### config.mk
export PLATFORM = sky130hd
export DESIGN_NAME = shift_and_subtract_binary_divider
export DESIGN_NICKNAME = d
export VERILOG_FILES = /design/src/rtl/shift_and_subtract_binary_divider.sv
export SDC_FILE = /design/constraint.sdc
export NUM_CORES = 1
export LEC_CHECK = 0
export ABC_AREA = 1
export BUFFER_PORTS_ARGS = -buffer_cell sky130_fd_sc_hd__buf_4
export CAP_MARGIN = 20
export CORE_MARGIN = 3
export CORE_UTILIZATION = 35
export CTS_CLUSTER_DIAMETER = 60
export CTS_CLUSTER_SIZE = 24
export DETAILED_ROUTE_END_ITERATION = 8
export SETUP_SLACK_MARGIN = 0.2
export SLEW_MARGIN = 20
export SYNTH_ARGS = -nofsm -noshare
export SYNTH_HDL_FRONTEND = slang
export SYNTH_SLANG_ARGS = --single-unit
### constraint.sdc
create_clock -name clk -period 3.9 [get_ports clk]
set_input_delay 0.585 -clock clk [delete_from_list [all_inputs] [get_ports clk]]
set_output_delay 0.585 -clock clk [all_outputs]
set_load 0.02 [all_outputs]
### src/rtl/shift_and_subtract_binary_divider.sv
// Sequential restoring divider: one quotient bit per clock via shift/compare/subtract,
// framed by a start/done handshake with an explicit divide-by-zero flag.
module shift_and_subtract_binary_divider #(
    parameter int unsigned m = 8,
    parameter int unsigned n = 8
) (
    input  logic         clk,
    input  logic         rst,
    input  logic         start,
    input  logic [m-1:0] A,
    input  logic [n-1:0] B,
    output logic         busy,
    output logic         done,
    output logic [m-1:0] Q,
    output logic [n-1:0] R,
    output logic         div_by_zero
);

    localparam int unsigned CW = $clog2(m + 1);

    typedef enum logic [1:0] {
        IDLE = 2'd0,
        CALC = 2'd1,
        DONE = 2'd2
    } state_t;

    state_t        state;
    logic [m-1:0]  dvd;
    logic [n-1:0]  dvs;
    logic [n-1:0]  p;
    logic [CW-1:0] cnt;

    logic [n:0]    p_sh;
    logic          ge;
    logic [n-1:0]  p_nx;
    logic [m-1:0]  dvd_nx;

    // One restoring step; quotient bits shift into the dividend register as it empties.
    always_comb begin
        p_sh   = {p, dvd[m-1]};
        ge     = (p_sh >= {1'b0, dvs});
        p_nx   = ge ? n'(p_sh - {1'b0, dvs}) : p_sh[n-1:0];
        dvd_nx = {dvd[m-2:0], ge};
    end

    always_ff @(posedge clk or posedge rst) begin
        if (rst) begin
            state       <= IDLE;
            busy        <= 1'b0;
            done        <= 1'b0;
            Q           <= '0;
            R           <= '0;
            div_by_zero <= 1'b0;
            dvd         <= '0;
            dvs         <= '0;
            p           <= '0;
            cnt         <= '0;
        end else begin
            case (state)
                IDLE: begin
                    done <= 1'b0;
                    if (start) begin
                        dvd <= A;
                        dvs <= B;
                        p   <= '0;
                        cnt <= CW'(m);
                        if (B == '0) begin
                            Q           <= '1;
                            R           <= n'(A);
                            div_by_zero <= 1'b1;
                            done        <= 1'b1;
                            state       <= DONE;
                        end else begin
                            busy  <= 1'b1;
                            state <= CALC;
                        end
                    end
                end
                CALC: begin
                    dvd <= dvd_nx;
                    p   <= p_nx;
                    cnt <= cnt - CW'(1);
                    // Last step: publish the result straight from the step logic.
                    if (cnt == CW'(1)) begin
                        Q           <= dvd_nx;
                        R           <= p_nx;
                        div_by_zero <= 1'b0;
                        done        <= 1'b1;
                        busy        <= 1'b0;
                        state       <= DONE;
                    end
                end
                DONE: begin
                    done  <= 1'b0;
                    state <= IDLE;
                end
                default: state <= IDLE;
            endcase
        end
    end

endmodule

==> results.md, run 1 <==
* Hold buffer count at CTS at 0
* Worst min path class: in -> async
* Clk slew on worst S/H paths at 0.09 ns
* Placed instance count at 525
* Slew Limit Fails at 0
* CP Data Required Time at 4.11 ns
* Util after Layout at 43.0%
* CP Class: reg -> reg
* Overflow after GRT at 0
* GR Util met1 at between 20% and 30%
* Post-Syn Nets at 428
* Final setup viols at 0
* CP max FO at 27
* Global-route met2 utilization at roughly 23%
* Setup TNS at 0 ns
* Post-Place Worst Slack at 1.44 ns
* Final worst-path setup slack at 1.46 ns
* Synth Area in Simple Gates at 30.9%
* Busiest grt layer: met2
* Row count at 32
* Xor/xnor share of the synthesized area at less than 1%
* Main flop type after synthesis: dfrtp_1
* FMAX at 409 MHz
* Clk Tree Root Cell: clkbuf_8
* Final hold slack at 0.410 ns
* Total GRT Usage at between 10 and 15%
* Post-Synth Adder-Cell Area at 6.32%
* Critical path launch point type: register
* Power per cell area at around 920 mW/mm²
* CTS Buf Count at 5
* R2R setup slack at 1.46 ns
* Period utilization at 62.7%
* Slew HR at around 43%
* Num ports at 38
* First-pass GRT wire length at approximately 11 mm
* Flops & latches, synth at 49
* Initial DRC Count at between 150 and 200
* Clk_skew at 0.00682 ns
* Post-synth EDFFs at 0
* RSZ-0062 raised after global routing: no
* Antenna Nets Post-Route at 0
* DR vias/cell at between 4 and 5
* Synthesis-to-layout area growth at 17.3%
* Width of the die at 96.9 µm
* Main combinational cell family by area after synthesis: simple AND/OR/NAND/NOR gates
* Global Route met3 Usage at 2.52%
* Antenna Cells at 0
* Synth Area in Compound Gates at 9.26%
* # Post-CTS Setup Buffers at 0
* Ys async rst share at 100%
* Proportion of synthesized area in mux cells at 0%
* Clk_lat worst skew at 0.30 ns
* Crit path cell chain: inv_1, ha_1, nand2_2, inv_2, a21oi_4, nor2_4, nand2_4, inv_2, or2_0, nand2_1, inv_1
* Cell Count, Final, Fillers Out at 533
* CTS tree: done
* Slowest CP cell: a21oi_4
* Cell area after layout at 0.00339 mm²
* Synth Instances at 395
* Synthesized area at 0.00289 mm²
* Crit path DAT at about 2.7 ns
* Final hold viol count at 0
* Share of cells above drive strength 1 at 13.7%
* Final HPWL DP at ~5.1 mm
* Max_cap viols at 0
* Leak at 1.88 nW
* Clock sink total at 49
* Syn Area/Cell at ~7.3 µm²
* Initial Util at 36.7%
* Status: finished clean
* Slowest stage delay, CP at 0.53 ns
* Final Net Count at 463
* DRC at 0
* Post-CTS resize count at 0
* Placer Congestion at just over 0.8
* Period minus WS final at approximately 2.4 ns
* Largest net degree at the start of global routing at 50
* Seq/Total Area, Yosys at 42.4%
* Drt total wl at 6.69 mm
* YS warnings at 0
* Die area at 0.00939 mm²
* WL/cell at 12.6 µm
* Peak supply drop at 0.476 mV
* Worst-Margin Slew at between 0.8 and 0.9 ns
* Type of destination of the critical path: register
* CTS Buffer Depth at 2
* Chip Height at roughly 97 µm
* Vias post-DR at 2,516
* Synth cell types at 30
* Initial antenna violation count at 0
* Area after DPL at 0.00326 mm²
* DRT Pass-1 Iters at 4
* Vias in the first global route at 2,524
* Htree depth at 2
* Core area at 0.00789 mm²
* Number of buffers added on ports at 37
* Tot Pwr at 3.12 mW
## cell type report
type                    count  area (µm²)
fillers                   800        4500
multi-input cells         270        1370
flip-flops and latches     49        1230
repair buffers             38         285
inverters                  66         249
well taps                 102         128
clock buffers               5        68.8
clock inverters             3        65.1
## synth_stat cells (3+ instances only)
| master | number | area share, % |
|---|---|---|
| buf_2 | 3 | 0.52 |
| clkbuf_1 | 6 | 0.78 |
| nand4_1 | 12 | 2.6 |
| or2_0 | 8 | 1.7 |
| inv_2 | 4 | 0.52 |
| a21oi_1 | 14 | 2.4 |
| ha_1 | 13 | 5.6 |
| nand3_1 | 29 | 5.0 |
| nor2_1 | 32 | 4.2 |
| dfrtp_1 | 49 | 42 |
| o21ai_0 | 29 | 5.0 |
| nand2_1 | 115 | 15 |
| inv_1 | 62 | 8.0 |
## cells by family after synthesis
logic type,count (synthesis)
DFF,49
and+or+nand+nor,204
buffers and inverters,76
xor gates and xnor gates,3
adders and majority gates,14
AOI/OAI and AO/OA,49
## state kept, by name (all words and copies together) (netlist names)
register / cells
dvs: 8
cnt: 4
state: 2
done: 1
R: 8
Q: 8
dvd: 8
div_by_zero: 1
p: 8
busy: 1
## cell usage in the layout (no fill, tap or decap), types with 4 or more instances in the layout
| master | netlist | layout |
|---|---|---|
| ha_1 | 13 | 13 |
| nand2_1 | 115 | 115 |
| a21oi_1 | 14 | 14 |
| nand3_1 | 29 | 29 |
| nor2_1 | 32 | 32 |
| or2_0 | 8 | 8 |
| clkbuf_8 | 0 | 5 |
| nand4_1 | 12 | 12 |
| dfrtp_1 | 49 | 49 |
| inv_2 | 4 | 4 |
| o21ai_0 | 29 | 29 |
| buf_4 | 0 | 38 |
| inv_1 | 62 | 61 |
## path summary, 6_finish.rpt
| path | start | to | depth (start not counted) |
|---|---|---|---|
| min in group clk | Q[0] | Q[0] | 2 |
| hold reg to reg | Q[0] | Q[0] | 2 |
| hold / removal | rst | state[1] | 2 |
| max in group asynchronous | rst | R[0] | 2 |
| setup reg to reg | state[0] | R[2] | 11 |
| setup / recovery | state[0] | R[2] | 11 |
## critical path: cells and delay by family, from the launching register on
kind,cells,cell delay [ns]
buffers and inverters,4,0.28
AOI/OAI and AO/OA,1,0.53
adders and majority gates,1,0.25
and+or+nand+nor,5,0.90
DFF,1,0.40
## per-layer routing
| layer | wire (µm) | vias to the layer above |
|---|---|---|
| met5 | 0 | - |
| met4 | 137 | 0 |
| met3 | 256 | 10 |
| met2 | 3040 | 56 |
| met1 | 3260 | 1137 |
| li1 | - | 1313 |
## where the power goes
part | switching [mW] | internal [mW] | leakage [nW]
combinational | 1.15 | 0.631 | 1.21
sequential | 0.160 | 0.746 | 0.602
clock | 0.171 | 0.255 | 0.0681
total | 1.48 | 1.63 | 1.88
Note: power is estimated with default switching activity, not from simulation.
==> inputs of run 2 (changes only) <==
==> constraint.sdc (replaced) <==
create_clock -name clk -period 2.05 [get_ports clk]
set_input_delay 0.3075 -clock clk [delete_from_list [all_inputs] [get_ports clk]]
set_output_delay 0.3075 -clock clk [all_outputs]
set_load 0.02 [all_outputs]
==> results.md, run 2 (same netlist as run 1, synthesis figures left out) <==
* Status: finished clean (unchanged)
* R2R Path Start: p[3] (was state[0])
* Setup TNS at 0 ns (unchanged)
* CTS tree: done (unchanged)
* Worst-Margin Slew at 0.636 ns (was 0.862 ns)
* Initial DRC Count at 95 (was 165)
* FMAX at 559 MHz (was 409 MHz)
* DR vias/cell at 4.77 (was 4.72)
* Leak at 1.94 nW (was 1.88 nW)
* Clock sink total at 49 (unchanged)
* CP Data Required Time at 2.25 ns (was 4.11 ns)
* CP Class: reg -> reg (unchanged)
* Clk_skew at 0.00890 ns (was 0.00682 ns)
* Crit path from: p[3] (was state[0])
* Antenna Nets Post-Route at 0 (unchanged)
* Antenna Cells at 0 (unchanged)
* First-pass GRT wire length at 11.6 mm (was 11.4 mm)
* Largest net degree at the start of global routing at 50 (unchanged)
* Initial antenna violation count at 0 (unchanged)
* Final HPWL DP at 5.01 mm (was 5.08 mm)
* Number of buffers added on ports at 37 (unchanged)
* Placer Congestion at 0.850 (was 0.832)
* WL/cell at 12.7 µm (was 12.6 µm)
* CTS Buffer Depth at 2 (unchanged)
* Clk_lat worst skew at 0.30 ns (about the same)
* Max_cap viols at 0 (unchanged)
* Total GRT Usage at 14.6% (was 14.7%)
* Die area at 0.00939 mm² (unchanged)
* Initial Util at 36.7% (unchanged)
* Critical R2R Capture: R[4] (was R[2])
* Commonest non-fill, non-tap cell in the layout: nand2_1 (unchanged)
* Worst min path class: in -> async (unchanged)
* Period utilization at 87.3% (was 62.7%)
* Most frequent cells in the layout: 110 x nand2_1, 58 x inv_1, 55 x buf_4, 44 x dfrtp_1, 29 x o21ai_0 (was 115 x nand2_1, 61 x inv_1, 49 x dfrtp_1, 38 x buf_4, 32 x nor2_1)
* Vias in the first global route at 2,516 (was 2,524)
* Crit path DAT at 1.99 ns (was 2.65 ns)
* Power per cell area at 1760 mW/mm² (was 919 mW/mm²)
* Final hold viol count at 0 (unchanged)
* Type of destination of the critical path: register (unchanged)
* Num ports at 38 (unchanged)
* Final setup viols at 0 (unchanged)
* Core area at 0.00789 mm² (unchanged)
* Post-Place Worst Slack at 0.0953 ns (was 1.44 ns)
* Htree depth at 2 (unchanged)
* Critical path launch point type: register (unchanged)
* Row count at 32 (unchanged)
* Final Net Count at 481 (was 463)
* Clk slew on worst S/H paths at 0.09 ns (about the same)
* R2R cell count at 11 (unchanged)
* R2R setup slack at 0.26 ns (was 1.46 ns)
* Peak supply drop at 0.822 mV (was 0.476 mV)
* Chip Height at 96.9 µm (unchanged)
* Overflow after GRT at 0 (unchanged)
* DRC at 0 (unchanged)
* Fill count at 797 (was 800)
* Width of the die at 96.9 µm (unchanged)
* Clk Tree Root Cell: clkbuf_8 (unchanged)
* Share of cells above drive strength 1 at 24.7% (was 13.7%)
* Synthesis-to-layout area growth at 28.6% (was 17.3%)
* RSZ-0062 raised after global routing: yes (was no)
* Vias post-DR at 2,628 (was 2,516)
* Slew HR at 57.6% (was 42.5%)
* Final hold slack at 0.156 ns (was 0.410 ns)
* CP max FO at 5 (was 27)
* Final worst-path setup slack at 0.260 ns (was 1.46 ns)
* CTS Buf Count at 5 (unchanged)
* DRT Pass-1 Iters at 5 (was 4)
* Period minus WS final at 1.79 ns (was 2.44 ns)
* Drt total wl at 7.01 mm (was 6.69 mm)
* Slew Limit Fails at 0 (unchanged)
-- run 2: stage by stage --
| step | cell area [µm²] | instances | power (mW) | util (%) |
|---|---|---|---|---|
| floorplan | 2890 | 395 | 4.21 | - |
| global placement | 3320 | 534 | 5.24 | 42.1 |
| detailed placement | 3320 | 534 | 5.28 | 42.1 |
| CTS | 3470 | 543 | 6.00 | 44.0 |
| global route | 3720 | 551 | 7.14 | 47.1 |
| finish | 3720 | 551 | 6.54 | 47.1 |
-- run 2: how the worst max path moves through the flow --
| stage | slack (ns) | to |
|---|---|---|
| final | 0.26 | R[4] |
| after global placement | 0.09 | p[2] |
| after CTS | 0.20 | p[2] |
| after floorplan | 0.38 | R[0] |
| after detailed placement | 0.1 | p[2] |
| after global routing | 0.16 | R[6] |
-- run 2: timing repair --
action,in CTS,in global routing
pin swaps,0,13
hold buffers,0,0
setup endpoints to repair,18,19
gates cloned,0,1
setup buffers,1,7
resized for setup,7,40
-- run 2: cell type report --
cell class / count / area, µm² / area share, %
clock buffers: 5 / 68.8 / 1.85
clock inverters: 3 / 22.5 / 0.606
inverters: 66 / 248 / 6.66
multi-input cells: 271 / 1610 / 43.2
flip-flops and latches: 49 / 1230 / 33.2
well taps: 102 / 128 / 3.43
repair buffers: 55 / 413 / 11.1
-- run 2: power by group --
part	switching [mW]	internal (mW)	total (mW)
sequential	0.314	1.42	1.74
clock	0.343	0.240	0.583
combinational	2.52	1.70	4.22
total	3.17	3.36	6.54
-- run 2: metal layers --
layer / part of all wire, % / GRT usage (%) / vias up
met3: 3.1 / 2.96 / 11
met5: 0 / 0 / -
met1: 50 / 21.2 / 1213
li1: - / - / 1352
met2: 46 / 22.7 / 52
met4: 1.2 / 2.92 / 0
-- run 2: critical path, stage by stage (launching register included) --
cell and delay [ns]:
dfrtp_2 0.45, ha_4 0.27, nand2_1 0.12, inv_1 0.05, nand2_1 0.12, nand2_1 0.08
nand2_2 0.12, nand4_4 0.14, nand3_1 0.14, nand3_1 0.09, nand2_1 0.07, inv_1 0.04
==> inputs of run 3 (changes only) <==
--- a/config.mk
+++ b/config.mk
@@ -13,7 +13,10 @@
 export CTS_CLUSTER_DIAMETER = 60
 export CTS_CLUSTER_SIZE = 24
 export DETAILED_ROUTE_END_ITERATION = 8
+export GPL_TIMING_DRIVEN = 0
+export PLACE_DENSITY = 0.64
 export SETUP_SLACK_MARGIN = 0.2
+export SKIP_CTS_REPAIR_TIMING = 1
 export SLEW_MARGIN = 20
 export SYNTH_ARGS = -nofsm -noshare
 export SYNTH_HDL_FRONTEND = slang
==> results.md, run 3 (same netlist as run 1, synthesis figures left out) <==
* Slew Limit Fails at 0 (unchanged)
* Power per cell area at 1770 mW/mm² (was 1760 mW/mm²)
* Period minus WS final at 1.80 ns (was 1.79 ns)
* First-pass GRT wire length at 11.4 mm (was 11.6 mm)
* Worst-Margin Slew at 0.514 ns (was 0.636 ns)
* CTS tree: done (unchanged)
* Row count at 32 (unchanged)
* Num ports at 38 (unchanged)
* Clock sink total at 49 (unchanged)
* RSZ-0062 raised after global routing: yes (unchanged)
* Placed instance count at 535 (was 534)
* Area of the multi-input gates at 0.00163 mm² (was 0.00161 mm²)
* Type of destination of the critical path: register (unchanged)
* Share of cells above drive strength 1 at 25.2% (was 24.7%)
* WL/cell at 13.1 µm (was 12.7 µm)
* Commonest non-fill, non-tap cell in the layout: nand2_1 (unchanged)
* Clk_lat worst skew at 0.30 ns (about the same)
* Width of the die at 96.9 µm (unchanged)
* DR vias/cell at 4.83 (was 4.77)
* Vias in the first global route at 2,461 (was 2,516)
* Placer Congestion at 0.873 (was 0.850)
* Crit path DAT at 2.03 ns (was 1.99 ns)
* Antenna Nets Post-Route at 0 (unchanged)
* Final hold slack at 0.287 ns (was 0.156 ns)
* CP max FO at 3 (was 5)
* Total GRT Usage at 14.3% (was 14.6%)
* Largest net degree at the start of global routing at 34 (was 50)
* Final hold viol count at 0 (unchanged)
* Chip Height at 96.9 µm (unchanged)
* Htree depth at 2 (unchanged)
* Most frequent cells in the layout: 111 x nand2_1, 54 x inv_1, 47 x buf_4, 46 x dfrtp_1, 29 x o21ai_0 (was 110 x nand2_1, 58 x inv_1, 55 x buf_4, 44 x dfrtp_1, 29 x o21ai_0)
* Period utilization at 87.7% (was 87.3%)
* Cell area after layout at 0.00379 mm² (was 0.00372 mm²)
* Final Net Count at 485 (was 481)
* Initial antenna violation count at 0 (unchanged)
* Register area at 0.00123 mm² (about the same)
* CTS Buf Count at 5 (unchanged)
* Number of buffers added on ports at 37 (unchanged)
* Slew HR at 65.7% (was 57.6%)
* Cell Count, Final, Fillers Out at 555 (was 551)
* Critical path launch point type: register (unchanged)
* Core area at 0.00789 mm² (unchanged)
* Initial DRC Count at 156 (was 95)
* Worst min path class: in -> reg (was in -> async)
* Overflow after GRT at 0 (unchanged)
* Synthesis-to-layout area growth at 31.2% (was 28.6%)
* Vias post-DR at 2,681 (was 2,628)
* Tot Pwr at 6.73 mW (was 6.54 mW)
* Setup TNS at 0 ns (unchanged)
* Status: finished clean (unchanged)
* Die area at 0.00939 mm² (unchanged)
* Final setup viols at 0 (unchanged)
* Initial Util at 36.7% (unchanged)
* Peak supply drop at 0.667 mV (was 0.822 mV)
* FMAX at 556 MHz (was 559 MHz)
* Leak at 1.98 nW (was 1.94 nW)
* Fill count at 754 (was 797)
* CP Class: reg -> reg (unchanged)
* Clk slew on worst S/H paths at 0.10 ns (was 0.09 ns)
* Clk Tree Root Cell: clkbuf_8 (unchanged)
* Drt total wl at 7.25 mm (was 7.01 mm)
* Antenna Cells at 0 (unchanged)
* Max_cap viols at 0 (unchanged)
* CP Data Required Time at 2.29 ns (was 2.25 ns)
* Final HPWL DP at 5.20 mm (was 5.01 mm)
* Area after DPL at 0.00332 mm² (about the same)
* Post-Place Worst Slack at -0.0332 ns (was 0.0953 ns)
* Final worst-path setup slack at 0.251 ns (was 0.260 ns)
* Clk_skew at 0.0167 ns (was 0.00890 ns)
* DRC at 0 (unchanged)
* Util after Layout at 48.1% (was 47.1%)
* DRT Pass-1 Iters at 4 (was 5)
* CTS Buffer Depth at 2 (unchanged)
==> run 3: cell count changes in the layout (fill, tap and decap cells not counted), sizes merged <==
cell and change:
dlygate4sd3 +1, clkinv +1, clkinvlp -2, bufinv +1, clkbuf +6, buf -3
==> run 3: path summary, 6_finish.rpt <==
path | startpoint | end | slack [ns] | depth (start not counted)
max | dvd[7] | R[4] | 0.25 | 11
min | B[1] | dvs[1] | 0.29 | 3
max reg2reg | dvd[7] | R[4] | 0.25 | 11
min reg2reg | Q[2] | Q[2] | 0.49 | 2
max in group asynchronous | rst | p[5] | 0.99 | 4
min in group asynchronous | rst | done | 0.55 | 3
==> run 3: area by class of cell <==
type / count / area share (%)
timing repair buffer: 49 / 10.1
sequential: 49 / 32.4
multi-input combinational: 271 / 43.1
clock buffer: 5 / 1.81
inverter: 66 / 6.66
tap: 102 / 3.36
clock inverter: 3 / 1.22
buffer: 10 / 1.35
==> run 3: power breakdown <==
| part | switching [mW] | internal [mW] |
|---|---|---|
| Clock | 0.332 | 0.366 |
| Sequential | 0.321 | 1.42 |
| Combinational | 2.58 | 1.70 |
==> run 3: per-layer routing <==
metal	up-vias	part of all wire, %	wire, µm	global-route usage [%]
met2	47	48	3470	23.1
met3	4	3.6	258	2.60
met1	1272	48	3460	20.0
met4	0	0.87	63	2.81
li1	1358	-	-	-
met5	-	0	0	0
==> run 3: critical path, stage by stage, from the launching register on <==
cell and delay [ns]:
dfrtp_1 0.42, inv_2 0.07, ha_4 0.16, fa_2 0.40, inv_2 0.07, nand3_1 0.06, nand3_1 0.09, xor2_1 0.14
nand3_1 0.11, nand3_1 0.12, nand2_1 0.05, inv_1 0.04
